===== src/rtl/sdram_gap_timer.sv =====
// Cycles-since-last-command counter for the init checker.
// clk, rst   : clock, asynchronous active-high reset
// cmd_valid  : a non-idle command is on the bus this cycle
// limit      : minimum gap required by the current step
// ge         : gap >= limit, i.e. a command now is timing-legal
// The count becomes 1 in the cycle after a command, then increments and
// saturates at 255.
module sdram_gap_timer (
    input  logic       clk,
    input  logic       rst,
    input  logic       cmd_valid,
    input  logic [7:0] limit,
    output logic       ge
);

    logic [7:0] gap_reg;

    always_ff @(posedge clk or posedge rst) begin
        if (rst) begin
            gap_reg <= 8'd0;
        end else if (cmd_valid) begin
            gap_reg <= 8'd1;
        end else if (gap_reg != 8'hFF) begin
            gap_reg <= gap_reg + 8'd1;
        end
    end

    assign ge = (gap_reg >= limit);

endmodule


===== config.mk =====
export PLATFORM = sky130hd
export DESIGN_NAME = sdram_gap_timer
export DESIGN_NICKNAME = d
export VERILOG_FILES = /design/src/rtl/sdram_gap_timer.sv
export SDC_FILE = /design/constraint.sdc
export NUM_CORES = 1
export LEC_CHECK = 0
export CAP_MARGIN = 30
export CORE_MARGIN = 2
export CORE_UTILIZATION = 44
export CTS_CLUSTER_SIZE = 28
export DETAILED_ROUTE_END_ITERATION = 10
export PLACE_DENSITY = 0.72
export SKIP_CTS_REPAIR_TIMING = 1
export SLEW_MARGIN = 10
export SYNTH_ARGS = -nofsm -noshare
export SYNTH_HDL_FRONTEND = slang
export SYNTH_SLANG_ARGS = --single-unit

===== constraint.sdc =====
create_clock -name clk -period 1.3 [get_ports clk]
set_input_delay 0.195 -clock clk [delete_from_list [all_inputs] [get_ports clk]]
set_output_delay 0.195 -clock clk [all_outputs]
set_load 0.02 [all_outputs]

==> metrics.txt, run 1 <==
Netlist cell types=24; Fill cells=113; Num CTS Buffers=3; synthesized instance count=70; Crit. End Element=output port; post-synthesis cell area=622 µm²; status=complete, but fails checks; Initial Util=47.2%; Sw Ratio=27.2%; P_leak=0.449 nW; Switching Power=0.169 mW; Final HPWL DP=1.11 mm; Peak VDD IR=619 µV; period utilization=139%; power per cell area=680 mW/mm²; P&R area growth vs syn=47.1%; CP Max Fanout=2; EDFF count, synth=0; post-synth top area share=32.2%; fin. max-slew vios=0; Crit. Startpoint=gap_reg[2]; CTS HTree Levels=1; top area cells in the synthesized netlist=dfrtp_1, ha_1, inv_1; DRC viols=0; worst setup path endpoint=ge; worst setup path class=reg2out; die area=0.00173 mm²; Skew-Pair Late Insertion Delay=0.25 ns; routed length per instance=13.4 µm; Core ar.=0.00132 mm²; clk_skew=0.00380 ns; vias per cell=5.65; antenna-violating nets left=0; clk sinks=8; Hold WS=0.185 ns; number of flip-flops in the largest register=8; initial antenna violation count=0; Port Buffers=11; hold crit path type=in2async; total iterations of the first detailed-routing run=4; Syn Area/Cell=8.88 µm²; Most used DFF post-synth=dfrtp_1; Comb pwr share=26.1%; first-pass GRT wire length=2.35 mm; final worst slack=-0.501 ns; Initial DRC Count=15; Detailed Route WL=1.43 mm; CTS tree=done; RSZ-0062 raised after global routing=true; Final Util=69.4%; Net Count, Synth=90; part of the power in registers=43.1%; crit path time final=1.80 ns; Slew @ Worst Pin=0.315 ns; # Max-Cap Violations=0; CTS Root Cell=clkbuf_4; largest net degree at the start of global routing=10; flop2flop setup slack=0.05 ns; R2R depth=6; reg2reg start=gap_reg[0]; Total GRT Usage=17.4%; worst path arrival time=1.61 ns; FF+latch count, synth=8; Synth warnings=0; nets=114; Async S/R FF share, synth=100%; max frequency=555 MHz; CTS clock-pin slew for the worst setup and hold paths=0.06 ns; vias in the first global route=556; post-synthesis sequential area ratio=32.2%; maximum buffer depth of the clock tree=2; Pint=0.452 mW; IO Pins=12; Die X=41.6 µm; failing checks=negative setup slack; clock group share of total power=30.8%; num rows=13; Relative slew margins=79.0%; vias=605; Final Hold Vio Count=0; ratio of cells with drive above 1 in the final layout=31.5%; Die Ht=41.6 µm; critical path required time=1.11 ns; # setup viols final=1; routability cong.=0.836; Commonest cells post-synth=ha_1, inv_1, dfrtp_1; reg-to-reg endpoint=gap_reg[0]; n_diodes=0; Startpoint Class=register; area leader, netlist=dfrtp_1; total congestion overflow=0
-- layout make-up --
class / instances / area (µm²) / area share [%]
Clock buffer: 3 / 22.5 / 2.46
Timing Repair Buffer: 22 / 205 / 22.4
Multi-Input combinational cell: 50 / 434 / 47.5
Tap cell: 15 / 18.8 / 2.05
Sequential cell: 8 / 200 / 21.9
Inverter: 9 / 33.8 / 3.69
-- worst max-delay path, stage by stage, from the launching register on --
cell and delay [ns]:
dfrtp_1 0.41, ha_4 0.25, a211o_1 0.25, a31oi_1 0.20, o31ai_2 0.09, buf_4 0.16
-- cells in the final DEF, fill, tap and decap left out, drive strengths merged --
cell,instances
nand2b,1
nor2,2
a211oi,2
buf,12
o21ai,2
and3,1
a31oi,4
o21bai,1
nand3,4
dfrtp,8
nand4,3
o31ai,1
ha,9
dlymetal6s2s,3
nor3,6
clkbuf,3
clkdlybuf4s50,7
a41oi,1
nand2,2
a21oi,5
o21a,1
a21o,1
inv,9
and4,2
a211o,2
-- power by group through the flow --
| stage | Sequential [mW] | Combinational, mW | Clock [mW] |
|---|---|---|---|
| 2_1_floorplan | 0.277 | 0.0662 | 0 |
| 3_3_place_gp | 0.270 | 0.137 | 0 |
| 3_5_place_dp | 0.270 | 0.144 | 0 |
| 4_1_cts | 0.266 | 0.144 | 0.195 |
| 5_1_grt | 0.268 | 0.184 | 0.203 |
| 6_report | 0.268 | 0.162 | 0.192 |
-- worst min path at each step --
stage / depth (start not counted) / startpoint / to
2_1_floorplan: 1 / rst / gap_reg[0]
5_1_grt: 2 / rst / gap_reg[3]
6_report: 2 / rst / gap_reg[5]
3_3_place_gp: 2 / rst / gap_reg[0]
4_1_cts: 2 / rst / gap_reg[5]
3_5_place_dp: 2 / rst / gap_reg[5]
-- stage by stage --
| step | cells | worst slack [ns] | TNS, ns | total power, mW | cell area, µm² |
|---|---|---|---|---|---|
| floorplan | 70 | -0.175 | -0.192 | 0.343 | 634 |
| global placement | 103 | -0.933 | -0.970 | 0.406 | 810 |
| detailed placement | 103 | -0.976 | -1.02 | 0.413 | 810 |
| CTS | 106 | -0.975 | -1.11 | 0.605 | 832 |
| global route | 107 | -0.544 | -0.546 | 0.655 | 915 |
| finish | 107 | -0.501 | -0.501 | 0.622 | 915 |
-- layer usage --
metal	track usage, %	up-vias	routed length (µm)
li1	-	307	-
met1	21.2	276	599
met2	29.4	20	735
met3	6.09	2	84
met4	3.87	0	12
met5	0	-	0
-- cell families (layout without fill, tap and decap cells) --
group,count (synthesis),in the layout,share of synthesized area (%)
AOI/OAI and AO/OA,20,20,21.1
buffers and inverters,12,34,10.1
DFF,8,8,32.2
and+or+nand+nor,21,21,18.5
adders and majority gates,9,9,18.1
Note: power is estimated with default switching activity, not from simulation.
==> run 2, diff against run 1 <==
--- a/config.mk
+++ b/config.mk
@@ -11,6 +11,7 @@
 export CTS_CLUSTER_SIZE = 28
 export DETAILED_ROUTE_END_ITERATION = 10
 export PLACE_DENSITY = 0.72
+export REMOVE_ABC_BUFFERS = 1
 export SKIP_CTS_REPAIR_TIMING = 1
 export SLEW_MARGIN = 10
 export SYNTH_ARGS = -nofsm -noshare
==> metrics.txt, run 2 (synthesized netlist as in run 1, its figures left out) <==
n_diodes=0; final worst slack=-0.474 ns; clk sinks=8; Num CTS Buffers=3; Core ar.=0.00132 mm²; Cells after DPL=105; P_leak=0.441 nW; Initial Util=47.2%; Slew @ Worst Pin=0.335 ns; worst path arrival time=1.58 ns; post-route cell area=920 µm²; CTS Root Cell=clkbuf_4; vias=617; total iterations of the first detailed-routing run=4; CTS HTree Levels=1; number of flip-flops in the largest register=8; Skew-Pair Late Insertion Delay=0.25 ns; die area=0.00173 mm²; routed length per instance=13.8 µm; routability cong.=0.851; vias per cell=5.71; Peak VDD IR=413 µV; fin. max-slew vios=0; Detailed Route WL=1.49 mm; Crit. End Element=output port; vias in the first global route=571; IO Pins=12; largest net degree at the start of global routing=10; maximum buffer depth of the clock tree=2; nets=115; crit path max-delay cell type=clkdlybuf4s50_1; initial antenna violation count=0; status=complete, but fails checks; num rows=13; Startpoint Class=primary input; period utilization=136%; worst setup path class=in2out; most frequent cells in the layout=buf_4, clkdlybuf4s50_1, dfrtp_1; Relative slew margins=77.7%; Port Buffers=11; CP Max Fanout=2; clk_skew=0.00271 ns; Final HPWL DP=1.11 mm; power per cell area=678 mW/mm²; first-pass GRT wire length=2.45 mm; crit path time final=1.77 ns; Final Hold Vio Count=0; commonest non-fill, non-tap cell in the layout=buf_4; hold crit path type=in2async; ratio of cells with drive above 1 in the final layout=32.3%; critical path cell sequence=clkdlybuf4s50_1 -> inv_1 -> ha_4 -> a211o_1 -> a21oi_2 -> o31ai_1 -> buf_2; Initial DRC Count=7; P&R area growth vs syn=47.9%; RSZ-0062 raised after global routing=true; max frequency=564 MHz; failing checks=negative setup slack; Die X=41.6 µm; total congestion overflow=0; antenna-violating nets left=0; CTS clock-pin slew for the worst setup and hold paths=0.06 ns; DRC viols=0; Die Ht=41.6 µm; Power, Total=0.624 mW; CTS tree=done; Largest stage delay, worst path=0.45 ns; Total GRT Usage=18.4%; placed cell areas=812 µm²; Hold WS=0.190 ns; fin cells=108; # setup viols final=3; critical path required time=1.11 ns; # Max-Cap Violations=0
==> run 2: worst max-delay path, delay by kind of cell <==
kind,cells,cell delay (ns)
buffers and inverters,3,0.67
AO/OA/AOI/OAI,3,0.47
adder cells (fa/ha/maj),1,0.24
==> run 2: worst paths after layout <==
kind | depth (start not counted) | slack, ns | start | endpoint
max in group asynchronous | 2 | 0.86 | rst | gap_reg[7]
hold / removal | 2 | 0.19 | rst | gap_reg[0]
setup reg to reg | 6 | -0.07 | gap_reg[0] | gap_reg[0]
min in group clk | 2 | 0.59 | gap_reg[7] | gap_reg[7]
setup / recovery | 7 | -0.47 | limit[5] | ge
hold reg to reg | 2 | 0.59 | gap_reg[7] | gap_reg[7]
==> run 2: stage by stage <==
stage	utilization [%]	TNS, ns	setup slack [ns]
after floorplan	-	-0.315	-0.308
after global placement	61.6	-1.03	-0.906
after detailed placement	61.6	-1.13	-0.937
after CTS	63.3	-1.18	-0.936
after global routing	69.8	-0.982	-0.569
final	69.8	-0.544	-0.474
==> run 2: area by class of cell <==
class	count	area (µm²)
clock buffers	3	22.5
fillers	109	398
inverters	9	33.8
multi-input cells	50	447
flip-flops and latches	8	200
well taps	15	18.8
repair buffers	23	198
==> run 2: per-layer routing <==
| metal | track usage, % | wire (µm) | vias to the layer above |
|---|---|---|---|
| li1 | - | - | 314 |
| met2 | 30.6 | 738 | 16 |
| met5 | 0 | 0 | - |
| met1 | 22.7 | 669 | 285 |
| met3 | 7.83 | 75 | 2 |
| met4 | 1.94 | 7 | 0 |
==> run 2: where the power goes <==
group	leakage, nW	internal, mW	switching [mW]
logic	0.321	0.0900	0.0722
clock network	0.0138	0.106	0.0878
registers	0.107	0.260	0.00800
==> run 3, diff against run 2 <==
--- a/config.mk
+++ b/config.mk
@@ -10,6 +10,7 @@
 export CORE_UTILIZATION = 44
 export CTS_CLUSTER_SIZE = 28
 export DETAILED_ROUTE_END_ITERATION = 10
+export GPL_TIMING_DRIVEN = 0
 export PLACE_DENSITY = 0.72
 export REMOVE_ABC_BUFFERS = 1
 export SKIP_CTS_REPAIR_TIMING = 1
==> metrics.txt, run 3 (synthesized netlist as in run 1, its figures left out) <==
status=complete, but fails checks; failing checks=negative setup slack; DRC viols=0; ratio of cells with drive above 1 in the final layout=35.9%; part of the power in registers=43.2%; hold crit path type=in2async; Pint=0.473 mW; Largest stage delay, worst path=0.45 ns; first-pass GRT wire length=2.07 mm; maximum buffer depth of the clock tree=2; clk_skew=0.00271 ns; fin cells=107; Final HPWL DP=891 µm; # Max-Cap Violations=0; Num CTS Buffers=3; RSZ-0062 raised after global routing=true; Total GRT Usage=15.2%; die area=0.00173 mm²; Startpoint Class=register; Initial Util=47.2%; Relative slew margins=79.2%; Switching Power=0.169 mW; Die X=41.6 µm; Power, Total=0.642 mW; Detailed Route WL=1.53 mm; final worst slack=-0.463 ns; CTS tree=done; most frequent cells in the layout=clkdlybuf4s50_1, buf_4, inv_1; fin. max-slew vios=0; critical path depth in cells=5; total congestion overflow=0; P_leak=0.433 nW; Die Ht=41.6 µm; R2R depth=6; critical path cell sequence=ha_1 -> a211o_1 -> a31oi_2 -> o31ai_1 -> buf_2; initial antenna violation count=0; period utilization=136%; power per cell area=704 mW/mm²; n_diodes=0; FF+latch area=208 µm²; Peak VDD IR=675 µV; Fill cells=102; CTS Root Cell=clkbuf_4; nets=114; routed length per instance=14.3 µm; P&R area growth vs syn=46.7%; Comb pwr share=28.0%; post-route cell area=912 µm²; crit path time final=1.76 ns; # setup viols final=6; Initial DRC Count=18; vias=626; vias per cell=5.85; Crit. End Element=output port; worst path arrival time=1.57 ns; vias in the first global route=500; Port Buffers=11; critical path required time=1.11 ns; Cells after DPL=93; largest net degree at the start of global routing=11; Final Hold Vio Count=0; number of flip-flops in the largest register=8; clock group share of total power=28.8%; Sw Ratio=26.4%; CP bufs+invs=1; CTS HTree Levels=1; worst setup path class=reg2out; Multi-input gate area=425 µm²; max frequency=567 MHz; CTS clock-pin slew for the worst setup and hold paths=0.05 ns; total iterations of the first detailed-routing run=4; IO Pins=12; Slew @ Worst Pin=0.312 ns; routability cong.=0.773; Skew-Pair Late Insertion Delay=0.25 ns; Core ar.=0.00132 mm²; Worst path top cell family by delay=compound AO/OA/AOI/OAI gates; CP Max Fanout=7; antenna-violating nets left=0; placed cell areas=722 µm²; crit path max-delay cell type=dfrtp_2; num rows=13; clk sinks=8
-- run 3: worst paths after layout --
kind / slack (ns) / start / endpoint
max in group asynchronous: 0.85 / rst / gap_reg[3]
max: -0.46 / gap_reg[3] / ge
min reg2reg: 0.58 / gap_reg[7] / gap_reg[7]
min: 0.19 / rst / gap_reg[6]
max reg2reg: -0.12 / gap_reg[1] / gap_reg[5]
min in group clk: 0.58 / gap_reg[7] / gap_reg[7]
-- run 3: stage by stage --
stage          worst slack, ns  utilization (%)  hold WS (ns)  TNS, ns
5_1_grt                 -0.549             69.2         0.252    -1.21
4_1_cts                 -0.982             56.5         0.188    -1.29
3_3_place_gp            -0.935             54.8         0.455    -1.11
6_report                -0.463             69.2         0.190   -0.858
3_5_place_dp            -0.949             54.8         0.460    -1.22
2_1_floorplan           -0.308                -        0.0107   -0.315
-- run 3: worst reg2reg max path, delay by kind of cell (launching register included) --
kind	cells	cell delay, ns
buffers and inverters	2	0.24
AO/OA/AOI/OAI	1	0.19
AND/OR/NAND/NOR	2	0.28
adder cells (fa/ha/maj)	1	0.16
flip-flops	1	0.43
-- run 3: power by group through the flow --
stage	clock network, mW	registers (mW)	logic [mW]
after floorplan	0	0.277	0.0587
after global placement	0	0.281	0.101
after detailed placement	0	0.282	0.104
after CTS	0.193	0.278	0.105
after global routing	0.203	0.278	0.200
final	0.185	0.277	0.180
-- run 3: layout make-up --
class / instances / share of cell area, %
Multi-Input combinational cell: 50 / 46.6
Sequential cell: 8 / 22.8
Timing Repair Buffer: 22 / 22.4
Inverter: 9 / 3.70
Clock buffer: 3 / 2.47
Tap cell: 15 / 2.06
-- run 3: per-layer routing --
metal	vias to the layer above	part of all wire (%)	GRT usage (%)
met5	-	0	0
met4	0	0	1.94
met3	0	6.7	6.52
met2	24	52	24.1
met1	295	41	19.9
li1	307	-	-
